$ cat config.mk
export PLATFORM = sky130hd
export DESIGN_NAME = tmr_error_monitor
export DESIGN_NICKNAME = d
export VERILOG_FILES = /design/src/rtl/tmr_mon_pkg.sv /design/src/rtl/tmr_err_popcount.sv /design/src/rtl/tmr_error_monitor.sv
export SDC_FILE = /design/constraint.sdc
export NUM_CORES = 1
export LEC_CHECK = 0
export ABC_AREA = 1
export BUFFER_PORTS_ARGS = -buffer_cell sky130_fd_sc_hd__buf_2
export CAP_MARGIN = 20
export CORE_ASPECT_RATIO = 1.1
export CORE_MARGIN = 10
export CORE_UTILIZATION = 35
export CTS_CLUSTER_DIAMETER = 120
export CTS_CLUSTER_SIZE = 24
export DETAILED_ROUTE_END_ITERATION = 7
export SLEW_MARGIN = 20
export SYNTH_ARGS = -nofsm -noshare
export SYNTH_HDL_FRONTEND = slang
export SYNTH_SLANG_ARGS = --single-unit
$ cat constraint.sdc
create_clock -name clk -period 7.52 [get_ports clk]
set_clock_uncertainty 0.15 [all_clocks]
set_input_delay 1.504 -clock clk [delete_from_list [all_inputs] [get_ports clk]]
set_output_delay 1.504 -clock clk [all_outputs]
set_load 0.03 [all_outputs]
$ cat src/rtl/tmr_mon_pkg.sv
// Shared types and constants for the TMR voter error monitor.
// Source indices follow the voter ordering of the triple-redundant NAND controller.
package tmr_mon_pkg;

    typedef enum logic [1:0] {
        ST_IDLE = 2'd0,
        ST_PEND = 2'd1,
        ST_DEGR = 2'd2
    } mon_state_t;

    localparam int N_SRC_DEF = 13;

    localparam int SRC_DONE         = 0;
    localparam int SRC_IO_A         = 1;
    localparam int SRC_IO_A_OE      = 2;
    localparam int SRC_CLE_A        = 3;
    localparam int SRC_ALE_A        = 4;
    localparam int SRC_WE_A_N       = 5;
    localparam int SRC_RE_A_N       = 6;
    localparam int SRC_CE_A_N       = 7;
    localparam int SRC_IO_B         = 8;
    localparam int SRC_IO_B_OE      = 9;
    localparam int SRC_CLE_B        = 10;
    localparam int SRC_ALE_B        = 11;
    localparam int SRC_IO_B_READING = 12;

endpackage

$ cat src/rtl/tmr_err_popcount.sv
// Combinational popcount plus lowest-set-index encoder over the per-cycle rise vector.
// o_idx is 4 bits wide, matching the first-source capture register in the top.
module tmr_err_popcount
    import tmr_mon_pkg::*;
#(
    parameter int N         = N_SRC_DEF,
    parameter int CNT_OUT_W = $clog2(N + 1)
) (
    input  logic [N-1:0]         i_vec,
    output logic [CNT_OUT_W-1:0] o_cnt,
    output logic [3:0]           o_idx,
    output logic                 o_any
);

    always_comb begin
        o_cnt = '0;
        o_idx = '0;
        o_any = |i_vec;
        // Scan downward so the last hit, the lowest index, wins.
        for (int i = N - 1; i >= 0; i--) begin
            o_cnt = o_cnt + CNT_OUT_W'(i_vec[i]);
            if (i_vec[i]) o_idx = 4'(i);
        end
    end

endmodule

$ cat src/rtl/tmr_error_monitor.sv
// Counts rising edges of voter disagreement flags, captures the first offender and its
// timestamp, raises an acknowledged interrupt, and latches a degraded state at THRESH events.
//
// state | meaning
// IDLE  | no unacknowledged event
// PEND  | event seen, irq high until acknowledged
// DEGR  | cumulative events reached THRESH; irq held, left only via clr or reset
module tmr_error_monitor
    import tmr_mon_pkg::*;
#(
    parameter int N_SRC  = N_SRC_DEF,
    parameter int CNT_W  = 8,
    parameter int TS_W   = 16,
    parameter int THRESH = 4
) (
    input  logic             clk,
    input  logic             rst,
    input  logic [N_SRC-1:0] err_vec,
    input  logic             done_in,
    input  logic             clr,
    input  logic             irq_ack,
    output logic             irq,
    output logic [N_SRC-1:0] sticky,
    output logic [CNT_W-1:0] evt_cnt,
    output logic [3:0]       first_src,
    output logic [TS_W-1:0]  first_ts,
    output logic             first_vld,
    output logic             degraded,
    output logic             summary_vld
);

    localparam int PC_W = $clog2(N_SRC + 1);

    logic [N_SRC-1:0] r_err_q;
    logic [TS_W-1:0]  r_ts;
    mon_state_t       r_state;
    logic [N_SRC-1:0] r_sticky;
    logic [CNT_W-1:0] r_evt_cnt;
    logic [3:0]       r_first_src;
    logic [TS_W-1:0]  r_first_ts;
    logic             r_first_vld;
    logic             r_irq;
    logic             r_degraded;
    logic             r_done_q;
    logic             r_summary_vld;

    logic [N_SRC-1:0] w_rise;
    logic [PC_W-1:0]  w_pcnt;
    logic [3:0]       w_low_idx;
    logic             w_any;
    logic [CNT_W-1:0] w_cnt_base;
    logic [CNT_W:0]   w_sum;
    logic [CNT_W-1:0] w_cnt_nxt;
    logic             w_first_held;
    mon_state_t       w_state_base;
    mon_state_t       w_state_nxt;

    assign w_rise = err_vec & ~r_err_q;

    tmr_err_popcount #(.N(N_SRC), .CNT_OUT_W(PC_W)) u_popcount (
        .i_vec (w_rise),
        .o_cnt (w_pcnt),
        .o_idx (w_low_idx),
        .o_any (w_any)
    );

    // clr wipes status first, so same-cycle rises land in a fresh record.
    assign w_cnt_base   = clr ? '0 : r_evt_cnt;
    assign w_sum        = {1'b0, w_cnt_base} + (CNT_W + 1)'(w_pcnt);
    assign w_cnt_nxt    = w_sum[CNT_W] ? {CNT_W{1'b1}} : w_sum[CNT_W-1:0];
    assign w_first_held = r_first_vld && !clr;
    assign w_state_base = clr ? ST_IDLE : r_state;

    always_comb begin
        w_state_nxt = w_state_base;
        if (w_state_base != ST_DEGR) begin
            if (w_cnt_nxt >= CNT_W'(THRESH))
                w_state_nxt = ST_DEGR;
            else if (w_any)
                w_state_nxt = ST_PEND;
            else if (w_state_base == ST_PEND && irq_ack)
                w_state_nxt = ST_IDLE;
        end
    end

    always_ff @(posedge clk) begin
        if (!rst) begin
            r_err_q       <= '0;
            r_ts          <= '0;
            r_state       <= ST_IDLE;
            r_sticky      <= '0;
            r_evt_cnt     <= '0;
            r_first_src   <= '0;
            r_first_ts    <= '0;
            r_first_vld   <= 1'b0;
            r_irq         <= 1'b0;
            r_degraded    <= 1'b0;
            r_done_q      <= 1'b0;
            r_summary_vld <= 1'b0;
        end else begin
            r_err_q       <= err_vec;
            r_ts          <= (r_ts == {TS_W{1'b1}}) ? r_ts : r_ts + 1'b1;
            r_state       <= w_state_nxt;
            r_sticky      <= (clr ? '0 : r_sticky) | w_rise;
            r_evt_cnt     <= w_cnt_nxt;
            r_irq         <= (w_state_nxt != ST_IDLE);
            r_degraded    <= (w_state_nxt == ST_DEGR);
            r_done_q      <= done_in;
            r_summary_vld <= done_in && !r_done_q;
            if (w_any && !w_first_held) begin
                r_first_src <= w_low_idx;
                r_first_ts  <= r_ts;
                r_first_vld <= 1'b1;
            end else if (clr) begin
                r_first_src <= '0;
                r_first_ts  <= '0;
                r_first_vld <= 1'b0;
            end
        end
    end

    assign irq         = r_irq;
    assign sticky      = r_sticky;
    assign evt_cnt     = r_evt_cnt;
    assign first_src   = r_first_src;
    assign first_ts    = r_first_ts;
    assign first_vld   = r_first_vld;
    assign degraded    = r_degraded;
    assign summary_vld = r_summary_vld;

endmodule
## Word level (Yosys, flattened, before mapping)

Cells that the tools add are included.
Widths: inputs -> output; s select.

| cells by class | value |
|---|---|
| eq/ne operators | 4 |
| order comparisons | 1 |
| reduce and logical (&&, ||, !) cells | 10 |
| multiplexer cells | 27 |
| bitwise gates (word level) | 3 |
| add/sub/neg operators | 14 |

Operators with widths:

| operator | count |
|---|---|
| $mux 4 | 15 |
| $add 4x1->4 | 11 |
| $mux 16 | 2 |
| $add 16x1->16 const B | 1 |
| $eq 16x16->1 const B | 1 |
| $mux 8 | 2 |
| $and 13x13->13 | 1 |
| $mux 13 | 1 |
| $not 13->13 | 1 |
| $or 13x13->13 | 1 |
| $reduce_or 13->1 | 1 |
| $mux 2 | 5 |
| $add 8x4->9 | 1 |
| $ge 8x3->1 const B | 1 |
| $logic_and 1x1->1 | 4 |
| $reduce_bool 2->1 | 2 |
| $logic_not 1->1 | 3 |
| $add 1x1->2 | 1 |
| $eq 2x1->1 const B | 1 |
| $eq 2x2->1 const B | 1 |
| $mux 1 | 2 |
| $ne 2x2->1 const B | 1 |

| word-level totals | value |
|---|---|
| register bits | 77 |
| output and inout port bits | 45 |
| input port bits | 18 |
| word-level logic and storage cells | 71 |

## Longest topological paths before layout

Gate-level depths: netlist of run 1.

| depth | value |
|---|---|
| word-level depth | 20 |
| gate-level depth with buffers | 25 |

## By module

Synthesis of run 1 repeated with hierarchy kept, for this count alone.

| second synthesis, totals | value |
|---|---|
| cells, all modules | 521 |
| area total of the unflattened synthesis | 3808.7 µm² |

By module, submodules not included:

| module | area an instance (µm²) | seq. area each (µm²) | instances | cells an instance |
|---|---|---|---|---|
| tmr_error_monitor | 3372.0 | 1541.5 | 1 | 460 |
| tmr_err_popcount | 436.7 | 0.0 | 1 | 61 |

## Least setup slack after synthesis of run 1

Ideal clock, no wire load.

| path | value |
|---|---|
| path kind | input-to-reg |
| start point | in err_vec[12] |
| end point | reg r_irq (netlist: irq) |
| arrival | 6.088 ns |
| stages | 21 |
| path slack | 1.168 ns |
| required time | 7.256 ns |
| path buffers | 0 |
| cell sequence | inv_1 nor2_1 ha_1 inv_1 fa_1 fa_1 fa_1 fa_1 inv_1 ha_1 fa_1 fa_1 nand3_1 nand2_1 nand2_1 xor2_2 nand3_2 nor2_4 nand3_1 nand2_1 nand2_1 |

| between the ends | value |
|---|---|
| cells in the longest elaborated chain, start to end | 19 |
| elaborated cells on any way between the ends | 21 |
| those cells by class | add/sub: 13; order compare: 1; mux: 4; bitwise: 1; reduce/logical: 2 |

RTL lines:

| item | RTL line | text |
|---|---|---|
| from (decl) | tmr_error_monitor.sv:18 | `input logic [N_SRC-1:0] err_vec,` |
| $and 13x13->13 * | tmr_error_monitor.sv:58 | `assign w_rise = err_vec & ~r_err_q;` |
| $add 1x1->2 | tmr_err_popcount.sv:21 | `o_cnt = o_cnt + CNT_OUT_W'(i_vec[i]);` |
| $add 4x1->4 (11 in series) | tmr_err_popcount.sv:21 |  |
| $add 8x4->9 | tmr_error_monitor.sv:69 | `assign w_sum = {1'b0, w_cnt_base} + (CNT_W + 1)'(w_pcnt);` |
| $mux 8 | tmr_error_monitor.sv:70 | `assign w_cnt_nxt = w_sum[CNT_W] ? {CNT_W{1'b1}} : w_sum[CNT_W-1:0];` |
| $ge 8x3->1 | tmr_error_monitor.sv:77 | `if (w_cnt_nxt >= CNT_W'(THRESH))` |
| $mux 2 * | tmr_error_monitor.sv:77 |  |
| $mux 2 * | tmr_error_monitor.sv:76 | `if (w_state_base != ST_DEGR) begin` |
| $reduce_bool 2->1 * | tmr_error_monitor.sv:106 | `r_irq <= (w_state_nxt != ST_IDLE);` |
| to (signal assigned) | tmr_error_monitor.sv:106 |  |
| to (decl) | tmr_error_monitor.sv:42 | `logic r_irq;` |

Mark *: on every way between the ends. The rest lies on a longest branch, timed or not.
A chain may end at the register's enable or synchronous reset.

## Final worst setup path of run 1

Same ends and word-level chain as after synthesis.

==> impl_metrics.py, run 1 <==
metrics = {
    "cells_and_area": {
        "layout_common_cells": "114 x nand2_1, 77 x dfxtp_1, 71 x inv_1",
        "regArea_mm2": 0.00154,
        "areaGrowthSynthToFinish_pct": 19.2,
        "final_cells": 687,
        "finish.instance_area_mm2": 0.00447,
        "multi_input_area_mm2": 0.00178,
        "nNetsFinal": 579,
        "finalCoreUtilization": 0.428,
        "layout_commonest_cell": "nand2_1",
        "n_fill_cell": 1097,
        "num_antenna_cells": 0,
        "drive_above_1_share": 0.228,
    },
    "grt": {
        "grt_antenna_before_repair": 0,
        "grtUsageTotal": 0.116,
        "grt_pass1_vias": 3050,
        "grt_max_degree": 35,
        "grt_pass1_wl_um": 14500,
        "grt_overflow": 0,
    },
    "sta": {
        "rsz0062_at_grt": "false",
        "hold_viol": 0,
        "clock.fmax_ghz": 0.155,
        "setup_viol": 0,
        "worst_hold_slack_ps": 241,
        "layout_worst_path_cycle_share": 0.856,
        "drv_slew": 0,
        "relSlewSlack": 0.457,
        "min_period_ps": 6440,
        "fin_tns_setup_ps": 0,
        "tightest_slew_ps": 814,
    },
    "die": {
        "die_area_mm2": 0.0152,
        "core_region_area_mm2": 0.0104,
        "die-width_um": 119,
        "rows": 39,
        "die_height_um": 129,
        "io_pins": 63,
        "start_util": 0.359,
    },
    "clock_tree": {
        "clock_latency_ps": 340,
        "ctsResizeCount": 0,
        "cts.sinks": 77,
        "h-tree-depth": 3,
        "cts.clk_slew.worst_paths_ps": 50,
        "postCtsSetupRepairBufs": 0,
        "cts_tree": "done",
        "clockBufferDepth": 2,
        "holdBufCountCts": 0,
        "root_buffer": "clkbuf_16",
        "cts_buffers": 9,
    },
    "logic_synthesis": {
        "yosysWarnings": 0,
        "synth-seq-cells": 77,
        "netlist_area_mm2": 0.00375,
        "synth_cells": 480,
        "synth_top_area_frac": 0.411,
        "syn_nets": 520,
        "synth_area_leaders": "dfxtp_1 41%, nand2_1 11%, inv_1 7.1%",
        "avgSynthCellArea_um2": 7.80,
        "ys_seq_area_frac": 0.411,
        "synthDistinctLibCells": 40,
        "yosys.area.top_type": "dfxtp_1",
    },
    "detailed_routing": {
        "drtIter0Drc": 157,
        "drc": 0,
        "dr.pass1.iters": 4,
        "routed_wl_um": 8650,
        "postRouteAntennaNets": 0,
        "wl_per_cell_um": 12.6,
        "vias": 3082,
        "viasPerCell": 4.49,
    },
    "worst_setup_path": {
        "start_kind": "input port",
        "worstPathRequired_ps": 7600,
        "cp.arrival_ps": 6520,
        "endpoint_kind": "register",
        "r2r-end": "irq",
        "rrSetupSlack_ps": 2060,
        "path_class": "in -> reg",
        "setup.worst_path.end": "irq",
        "r2r-start": "r_err_q[12]",
        "crit_start": "err_vec[12]",
        "cp_max_fo": 4,
        "worstRegToRegCells": 20,
    },
    "power": {
        "peakVddDrop_uv": 100,
        "power_switching_uw": 422,
        "p_leak_nw": 2.23,
        "internal_power_uw": 890,
        "swShare": 0.321,
        "pwr-share-seq": 0.348,
        "power_frac_comb": 0.296,
        "power.density_mw_per_mm2": 294,
        "clkPwrFrac": 0.357,
    },
    "placed_design": {
        "io_buffers": 62,
        "placed_area_mm2": 0.00414,
        "place.gp.congestion": 0.872,
        "dpl.hpwl_um": 6630,
        "dp_cells": 671,
    },
    "flow_run": {
        "maxCapViolCount": 0,
    },
    "status": {
        "outcome": "finished clean",
    },
    "min_path": {
        "worstHoldPathType": "reg -> reg",
    },
}
power groups by stage:
stage / sequential (mW) / combinational, mW / clock (mW)
after floorplan: 0.506 / 0.263 / 0
after global placement: 0.464 / 0.374 / 0
after detailed placement: 0.465 / 0.388 / 0
after CTS: 0.457 / 0.393 / 0.477
after global routing: 0.460 / 0.448 / 0.494
final: 0.456 / 0.388 / 0.468
area by class of cell:
cell class	instances	share of cell area
inverters	83	0.0709
clock buffers	12	0.0574
flip-flops and latches	77	0.345
well taps	143	0.0401
clock inverters	4	0.0157
repair buffers	63	0.0712
multi-input cells	305	0.400
cells in the mapped netlist, drive strengths merged:
library cell    n
clkbuf          6
xnor2           5
fa              8
o21ai          11
xor2            5
nand3          19
a21oi          49
dfxtp          77
ha             14
nand2         125
clkinv          1
inv            82
o31ai           1
buf             9
and2            1
a211oi          2
nor2           44
nand4           7
a31oi           3
or2             3
nor3            8
cell families (layout without fill, tap and decap cells):
group | after synthesis | count (layout) | synth area share
AO/OA/AOI/OAI | 66 | 66 | 0.0975
AND/OR/NAND/NOR | 207 | 207 | 0.264
buffers and inverters | 98 | 162 | 0.112
flip-flops | 77 | 77 | 0.411
XOR/XNOR | 10 | 10 | 0.0254
adder cells (fa/ha/maj) | 22 | 22 | 0.0895
stage by stage:
step           power, mW  setup WS [ps]
6_report            1.31           1080
5_1_grt             1.40            757
4_1_cts             1.33           1080
3_5_place_dp       0.853            754
3_3_place_gp       0.838            908
2_1_floorplan      0.769           1170
sequential cells by signal, indices dropped and copies added (netlist names):
| register | count |
|---|---|
| r_state | 2 |
| evt_cnt | 8 |
| first_ts | 16 |
| first_src | 4 |
| r_done_q | 1 |
| first_vld | 1 |
| degraded | 1 |
| r_ts | 16 |
| irq | 1 |
| r_err_q | 13 |
| summary_vld | 1 |
| sticky | 13 |
metal layers:
| layer | global-route usage | vias to the layer above | part of all wire |
|---|---|---|---|
| met5 | 0 | - | 0 |
| met4 | 0.0575 | 0 | 0.018 |
| met3 | 0.0337 | 16 | 0.053 |
| met2 | 0.201 | 71 | 0.50 |
| met1 | 0.128 | 1392 | 0.42 |
| li1 | - | 1603 | - |
critical path, stage by stage:
cell,delay (ps)
buf_2,80
inv_1,30
nor2_1,240
ha_1,290
inv_1,80
fa_1,410
fa_1,510
fa_1,510
fa_1,560
inv_1,50
ha_1,220
fa_1,490
fa_1,490
nand3_1,110
nand2_1,140
nand2_1,150
xor2_2,200
nand3_2,120
nor2_4,110
nand3_1,80
nand2_1,90
nand2_1,50
worst min path at each step:
stage	from	slack, ps	end	cells after the start
6_report	r_done_q	240	summary_vld	1
5_1_grt	r_done_q	250	summary_vld	1
3_3_place_gp	r_done_q	220	summary_vld	1
3_5_place_dp	r_done_q	240	summary_vld	1
2_1_floorplan	r_done_q	220	summary_vld	1
4_1_cts	r_done_q	250	summary_vld	1
Power figures use the tool's default switching activity.
==> inputs of run 2 (changes only) <==
- SYNTH_HIERARCHICAL: default -> 1
==> run 2 against run 1 <==
  * Largest power group is now registers
  * Core utilization rose by 0.47 points
  * Synthesized cell count rose by 8.5%
  * Power fell by 2.5%
  * Sequential share of layout area fell by 0.53 points
  * Worst setup slack improved by 160 ps
  * Final cell count rose by 6.1%
  * First-iteration DRC count rose by 16%
  * Clock power fell by 4%
  * Flip-flop and latch count did not move
  * Wire length rose by 5.7%
  * Worst hold slack got worse by 3.2 ps
==> impl_metrics.py, run 2 <==
metrics = {
    "logic_synthesis": {
        "synth_xor_area_frac": 0.00690,
        "synth_adder_area_share": 0.0769,
        "avgSynthCellArea_um2": 7.31,
        "yosysWarnings": 6,
        "synth_edf_count": 0,
        "synth_top_flop_cell": "dfxtp_1",
        "synth-seq-cells": 77,
        "netlist_area_mm2": 0.00381,
        "synth_compound_area_frac": 0.0972,
        "yosys.area.top_type": "dfxtp_1",
        "synth_top_family_by_area": "simple AND/OR/NAND/NOR gates",
        "ys_top_cells_by_count": "130 x nand2_1, 99 x inv_1, 77 x dfxtp_1",
        "synth_cells": 521,
        "synth_top_area_frac": 0.405,
        "synth_area_leaders": "dfxtp_1 40%, nand2_1 13%, inv_1 9.8%",
        "synth.most_common_cell": "nand2_1",
        "ys_seq_area_frac": 0.405,
        "synthArstFlopShare": 0,
        "synthDistinctLibCells": 38,
        "syn_nets": 557,
        "synth-simple-area-share": 0.285,
        "synth.area.mux_share": 0,
    },
    "die": {
        "die_height_um": 129,
        "die-width_um": 119,
        "io_pins": 63,
        "start_util": 0.363,
        "core_region_area_mm2": 0.0105,
        "die_area_mm2": 0.0155,
        "rows": 39,
    },
    "placed_design": {
        "dpl.hpwl_um": 6740,
        "dpl_worst_slack_ps": 929,
        "place.gp.congestion": 0.808,
        "io_buffers": 62,
    },
    "clock_tree": {
        "holdBufCountCts": 0,
        "cts_tree": "done",
        "h-tree-depth": 3,
        "cts.clk_slew.worst_paths_ps": 60,
        "ctsResizeCount": 0,
        "clock_latency_ps": 350,
        "cts.sinks": 77,
        "root_buffer": "clkbuf_16",
        "cts_buffers": 9,
        "clockBufferDepth": 2,
        "postCtsSetupRepairBufs": 0,
    },
    "grt": {
        "grt_pass1_vias": 3433,
        "grt_max_degree": 46,
        "grtUsageTotal": 0.126,
        "grt_overflow": 0,
        "grt_pass1_wl_um": 15900,
        "grt_antenna_before_repair": 0,
    },
    "cells_and_area": {
        "nNetsFinal": 617,
        "layout_commonest_cell": "nand2_1",
        "multi_input_area_mm2": 0.00178,
        "areaGrowthSynthToFinish_pct": 19.1,
        "layout_common_cells": "130 x nand2_1, 99 x inv_1, 77 x dfxtp_1",
        "drive_above_1_share": 0.198,
        "n_fill_cell": 1071,
        "regArea_mm2": 0.00154,
        "num_antenna_cells": 0,
    },
    "worst_setup_path": {
        "worstRegToRegCells": 20,
        "worstPathRequired_ps": 7610,
        "path_cells": "buf_2 > inv_1 > nor2_1 > inv_1 > fa_1 > fa_1 > fa_1 > fa_1 > inv_1 > fa_1 > inv_1 > fa_1 > inv_1 > fa_1 > nand3_1 > nand2_1 > nand2_2 > nand3_1 > nor2_2 > nand3_2 > nand2_2 > nand2_1",
        "path_depth": 22,
        "cp.arrival_ps": 6370,
        "path_class": "in -> reg",
        "path_delay_family": "adder cells",
        "endpoint_kind": "register",
        "slowest_delay_ps": 590,
        "crit_start": "err_vec[0]",
        "start_kind": "input port",
        "critical_path_buf_inv_count": 6,
        "r2r-start": "r_err_q[0]",
        "cp_max_fo": 9,
        "crit_top_cell": "fa_1",
        "crit_slowest_cell": "fa_1",
    },
    "detailed_routing": {
        "dr.pass1.iters": 4,
        "drtIter0Drc": 182,
        "drc": 0,
        "vias": 3349,
        "viasPerCell": 4.59,
        "routed_wl_um": 9150,
        "postRouteAntennaNets": 0,
        "wl_per_cell_um": 12.5,
    },
    "power": {
        "peakVddDrop_uv": 113,
        "p_leak_nw": 2.30,
        "power.density_mw_per_mm2": 282,
        "power_mw": 1.28,
    },
    "sta": {
        "drv_slew": 0,
        "relSlewSlack": 0.479,
        "setup_slack_ps": 1240,
        "min_period_ps": 6280,
        "hold_viol": 0,
        "setup_viol": 0,
        "clock.fmax_ghz": 0.159,
        "layout_worst_path_cycle_share": 0.836,
        "rsz0062_at_grt": "false",
        "tightest_slew_ps": 780,
        "fin_tns_setup_ps": 0,
    },
    "status": {
        "outcome": "finished clean",
    },
    "min_path": {
        "hold_path.startpoint": "r_done_q",
        "hold_path_depth": 1,
        "worstHoldPathType": "reg -> reg",
    },
    "flow_run": {
        "maxCapViolCount": 0,
    },
}
[run 2: changes by cell type after synthesis, moves of 5 or more]
| cell | delta |
|---|---|
| inv_1 | +28 |
| nand2_1 | +16 |
| nor2_1 | +8 |
| a31oi_1 | +6 |
| ha_1 | -5 |
| nand2_2 | -5 |
[run 2: metal layers]
metal / up-vias / share of wire / GRT usage
met5: - / 0 / 0
met4: 0 / 0.019 / 0.0575
met3: 14 / 0.053 / 0.0352
met2: 74 / 0.53 / 0.231
met1: 1533 / 0.40 / 0.132
li1: 1728 / - / -
[run 2: worst register-to-register path: cells and delay by family, from the launching register on]
kind | cells | cell delay, ps
and+or+nand+nor | 9 | 1310
buffers and inverters | 4 | 350
DFF | 1 | 290
adders and majority gates | 7 | 3080
[run 2: path summary, 6_finish.rpt]
| path | endpoint | slack, ps |
|---|---|---|
| hold reg to reg | summary_vld | 240 |
| setup / recovery | irq | 1240 |
| setup reg to reg | irq | 2210 |
| hold / removal | summary_vld | 240 |
[run 2: power breakdown]
part           leakage, nW  switching (mW)  internal (mW)
Sequential           0.632          0.0150          0.441
Clock                0.149           0.181          0.268
Combinational         1.52           0.242          0.132
[run 2: cell type report]
| cell class | count | share of cell area |
|---|---|---|
| multi-input cells | 323 | 0.392 |
| repair buffers | 64 | 0.0717 |
| clock inverters | 6 | 0.0160 |
| inverters | 106 | 0.0886 |
| clock buffers | 10 | 0.0527 |
| flip-flops and latches | 77 | 0.340 |
| well taps | 143 | 0.0394 |
[run 2: logic make-up (layout without fill, tap and decap cells)]
logic type      after synthesis  in the layout
buf+inv                     121            186
xor+xnor                      3              3
simple gates                234            234
flops                        77             77
fa+ha+maj                    18             18
compound gates               68             68
[run 2: through the flow]
step / utilization / hold slack, ps / area [um^2] / std cells
after global routing: 0.432 / 268 / 4540 / 729
after detailed placement: 0.403 / 233 / 4220 / 713
final: 0.432 / 238 / 4540 / 729
after CTS: 0.432 / 242 / 4540 / 729
after floorplan: - / 218 / 3810 / 521
after global placement: 0.403 / 225 / 4220 / 713
==> inputs of run 3 (changes only) <==
- ABC_AREA: 1 -> 0
- clock period: 7.52 -> 5.2 ns (I/O delays scaled with it)
==> run 3 against run 2 <==
  * The flow now finishes with violations (negative setup slack)
  * Power rose by 40%
  * Non-clock buffer count rose by 28
  * Worst hold slack improved by 8.2 ps
  * Critical path depth fell by 4
  * Count of clock-buffer cells in the layout fell by 1
  * Global-route usage fell by 0.21 points
  * Critical path type unchanged
  * Sequential share of layout area rose by 0.46 points
  * Die area fell by 6.2%
  * Worst setup slack got worse by 1400 ps
  * Critical endpoint is now r_state[0]
  * First-iteration DRC count fell by 35%
  * Wire length fell by 2.2%
  * Via count fell by 8.4%
==> impl_metrics.py, run 3 <==
metrics = {
    "logic_synthesis": {
        "synth_top_area_frac": 0.437,
        "yosysWarnings": 6,
        "synthArstFlopShare": 0,
        "synth_area_leaders": "dfxtp_1 44%, a21oi_1 7.1%, fa_1 5.1%",
        "netlist_area_mm2": 0.00353,
        "syn_nets": 444,
        "ys_seq_area_frac": 0.437,
        "synth.most_common_cell": "dfxtp_1",
        "synth_edf_count": 0,
        "synthDistinctLibCells": 47,
        "synth_top_flop_cell": "dfxtp_1",
        "ys_top_cells_by_count": "77 x dfxtp_1, 50 x a21oi_1, 46 x nor2_1",
        "synth-seq-cells": 77,
        "avgSynthCellArea_um2": 8.65,
        "yosys.area.top_type": "dfxtp_1",
        "synth_cells": 408,
    },
    "grt": {
        "grt_pass1_vias": 2954,
        "grt_pass1_wl_um": 14500,
        "grt_overflow": 0,
        "grtUsageTotal": 0.124,
        "grt_antenna_before_repair": 0,
        "grt_max_degree": 60,
    },
    "placed_design": {
        "io_buffers": 62,
        "dp_cells": 597,
        "place.gp.congestion": 0.879,
        "dpl.hpwl_um": 6400,
        "dpl_worst_slack_ps": -531,
    },
    "worst_setup_path": {
        "path_cells": "buf_6 > nor2b_4 > inv_2 > fa_1 > fa_1 > fa_1 > fa_1 > inv_1 > fa_2 > inv_2 > fa_2 > inv_2 > fa_2 > a21o_1 > a21oi_4 > mux2_4 > nand4_1 > nor3_1",
        "critical_path_buf_inv_count": 5,
        "cp_max_fo": 3,
        "endpoint_kind": "register",
        "crit_top_cell": "fa_1",
        "cp.arrival_ps": 5390,
        "path_delay_family": "adder cells",
        "slowest_delay_ps": 560,
        "path_class": "in -> reg",
        "crit_slowest_cell": "fa_1",
        "start_kind": "input port",
        "worstPathRequired_ps": 5260,
    },
    "sta": {
        "drv_slew": 0,
        "tightest_slew_ps": 1040,
        "setup_slack_ps": -133,
        "relSlewSlack": 0.307,
        "layout_worst_path_cycle_share": 1.03,
        "clock.fmax_ghz": 0.188,
        "min_period_ps": 5330,
        "fin_tns_setup_ps": -960,
        "hold_viol": 0,
        "rsz0062_at_grt": "true",
        "setup_viol": 11,
    },
    "die": {
        "start_util": 0.359,
        "die-width_um": 116,
        "core_region_area_mm2": 0.00984,
        "rows": 38,
        "die_height_um": 125,
        "io_pins": 63,
        "die_area_mm2": 0.0145,
    },
    "power": {
        "p_leak_nw": 1.93,
        "power_mw": 1.79,
        "power.density_mw_per_mm2": 400,
        "peakVddDrop_uv": 183,
    },
    "cells_and_area": {
        "num_antenna_cells": 0,
        "drive_above_1_share": 0.285,
        "nNetsFinal": 529,
        "n_fill_cell": 955,
        "layout_common_cells": "77 x dfxtp_1, 59 x buf_2, 48 x a21oi_1",
        "areaGrowthSynthToFinish_pct": 26.8,
        "layout_commonest_cell": "dfxtp_1",
        "final_cells": 618,
    },
    "clock_tree": {
        "holdBufCountCts": 0,
        "root_buffer": "clkbuf_8",
        "cts.clk_slew.worst_paths_ps": 80,
        "clock_latency_ps": 360,
        "clockBufferDepth": 2,
        "cts_tree": "done",
        "h-tree-depth": 3,
        "cts_buffers": 9,
        "cts.sinks": 77,
    },
    "flow_run": {
        "maxCapViolCount": 0,
    },
    "status": {
        "violations": "negative setup slack",
        "outcome": "complete, but fails checks",
    },
    "detailed_routing": {
        "viasPerCell": 4.96,
        "drtIter0Drc": 118,
        "vias": 3067,
        "routed_wl_um": 8950,
        "wl_per_cell_um": 14.5,
        "drc": 0,
        "postRouteAntennaNets": 0,
        "dr.pass1.iters": 7,
    },
    "min_path": {
        "worstHoldPathType": "reg -> reg",
    },
}
[run 3: cell count changes in the layout (fill, tap and decap cells not counted), sizes merged, moves of 6 or more]
cell and delta:
nor2b +21, inv -81, nand2 -107, a31oi -7, buf +28, and2 +18, o21ai -6, a211oi +6
nand2b +6, xnor2 +9
[run 3: kinds of logic (layout without fill, tap and decap cells)]
logic type / count (synthesis) / after routing / share of synthesized area
compound gates: 73 / 73 / 0.121
xor+xnor: 16 / 16 / 0.0397
fa+ha+maj: 18 / 18 / 0.0830
buf+inv: 41 / 131 / 0.0440
flops: 77 / 77 / 0.437
mux: 6 / 6 / 0.0174
simple gates: 177 / 177 / 0.258
[run 3: through the flow]
stage	instance area, um^2	hold slack [ps]	utilization
floorplan	3610	217	-
global placement	4190	226	0.426
CTS	4460	247	0.453
detailed placement	4190	235	0.426
finish	4480	246	0.455
global route	4480	259	0.455
[run 3: metal layers]
layer | vias to the layer above | part of all wire | GRT usage
met5 | - | 0 | 0
met4 | 0 | 0.022 | 0.0553
met3 | 10 | 0.063 | 0.0473
met2 | 68 | 0.45 | 0.179
met1 | 1443 | 0.47 | 0.160
li1 | 1546 | - | -
[run 3: what timing repair did]
action,in CTS,in global routing
endpoints found under the setup margin,11,12
gates resized for setup,9,2
pin swaps,8,3
buffers inserted,4,1
[run 3: power by group]
group	switching, mW	internal (mW)
Sequential	0.0224	0.633
Combinational	0.357	0.317
Clock	0.239	0.223
[run 3: worst paths after layout]
check | from | end | slack [ps] | cells past startpoint
worst min-delay path | r_done_q | summary_vld | 250 | 1
worst min register to register | r_done_q | summary_vld | 250 | 1
worst max register to register | r_err_q[5] | r_state[0] | 290 | 17
worst max-delay path | err_vec[0] | r_state[0] | -130 | 18
[run 3: layout make-up]
class / instances / area (um^2) / share of cell area
repair buffers: 92 / 554 / 0.124
clock inverters: 7 / 73.8 / 0.0165
clock buffers: 9 / 124 / 0.0277
flip-flops and latches: 77 / 1540 / 0.344
multi-input cells: 290 / 1950 / 0.435
inverters: 23 / 86.3 / 0.0193
well taps: 120 / 150 / 0.0335
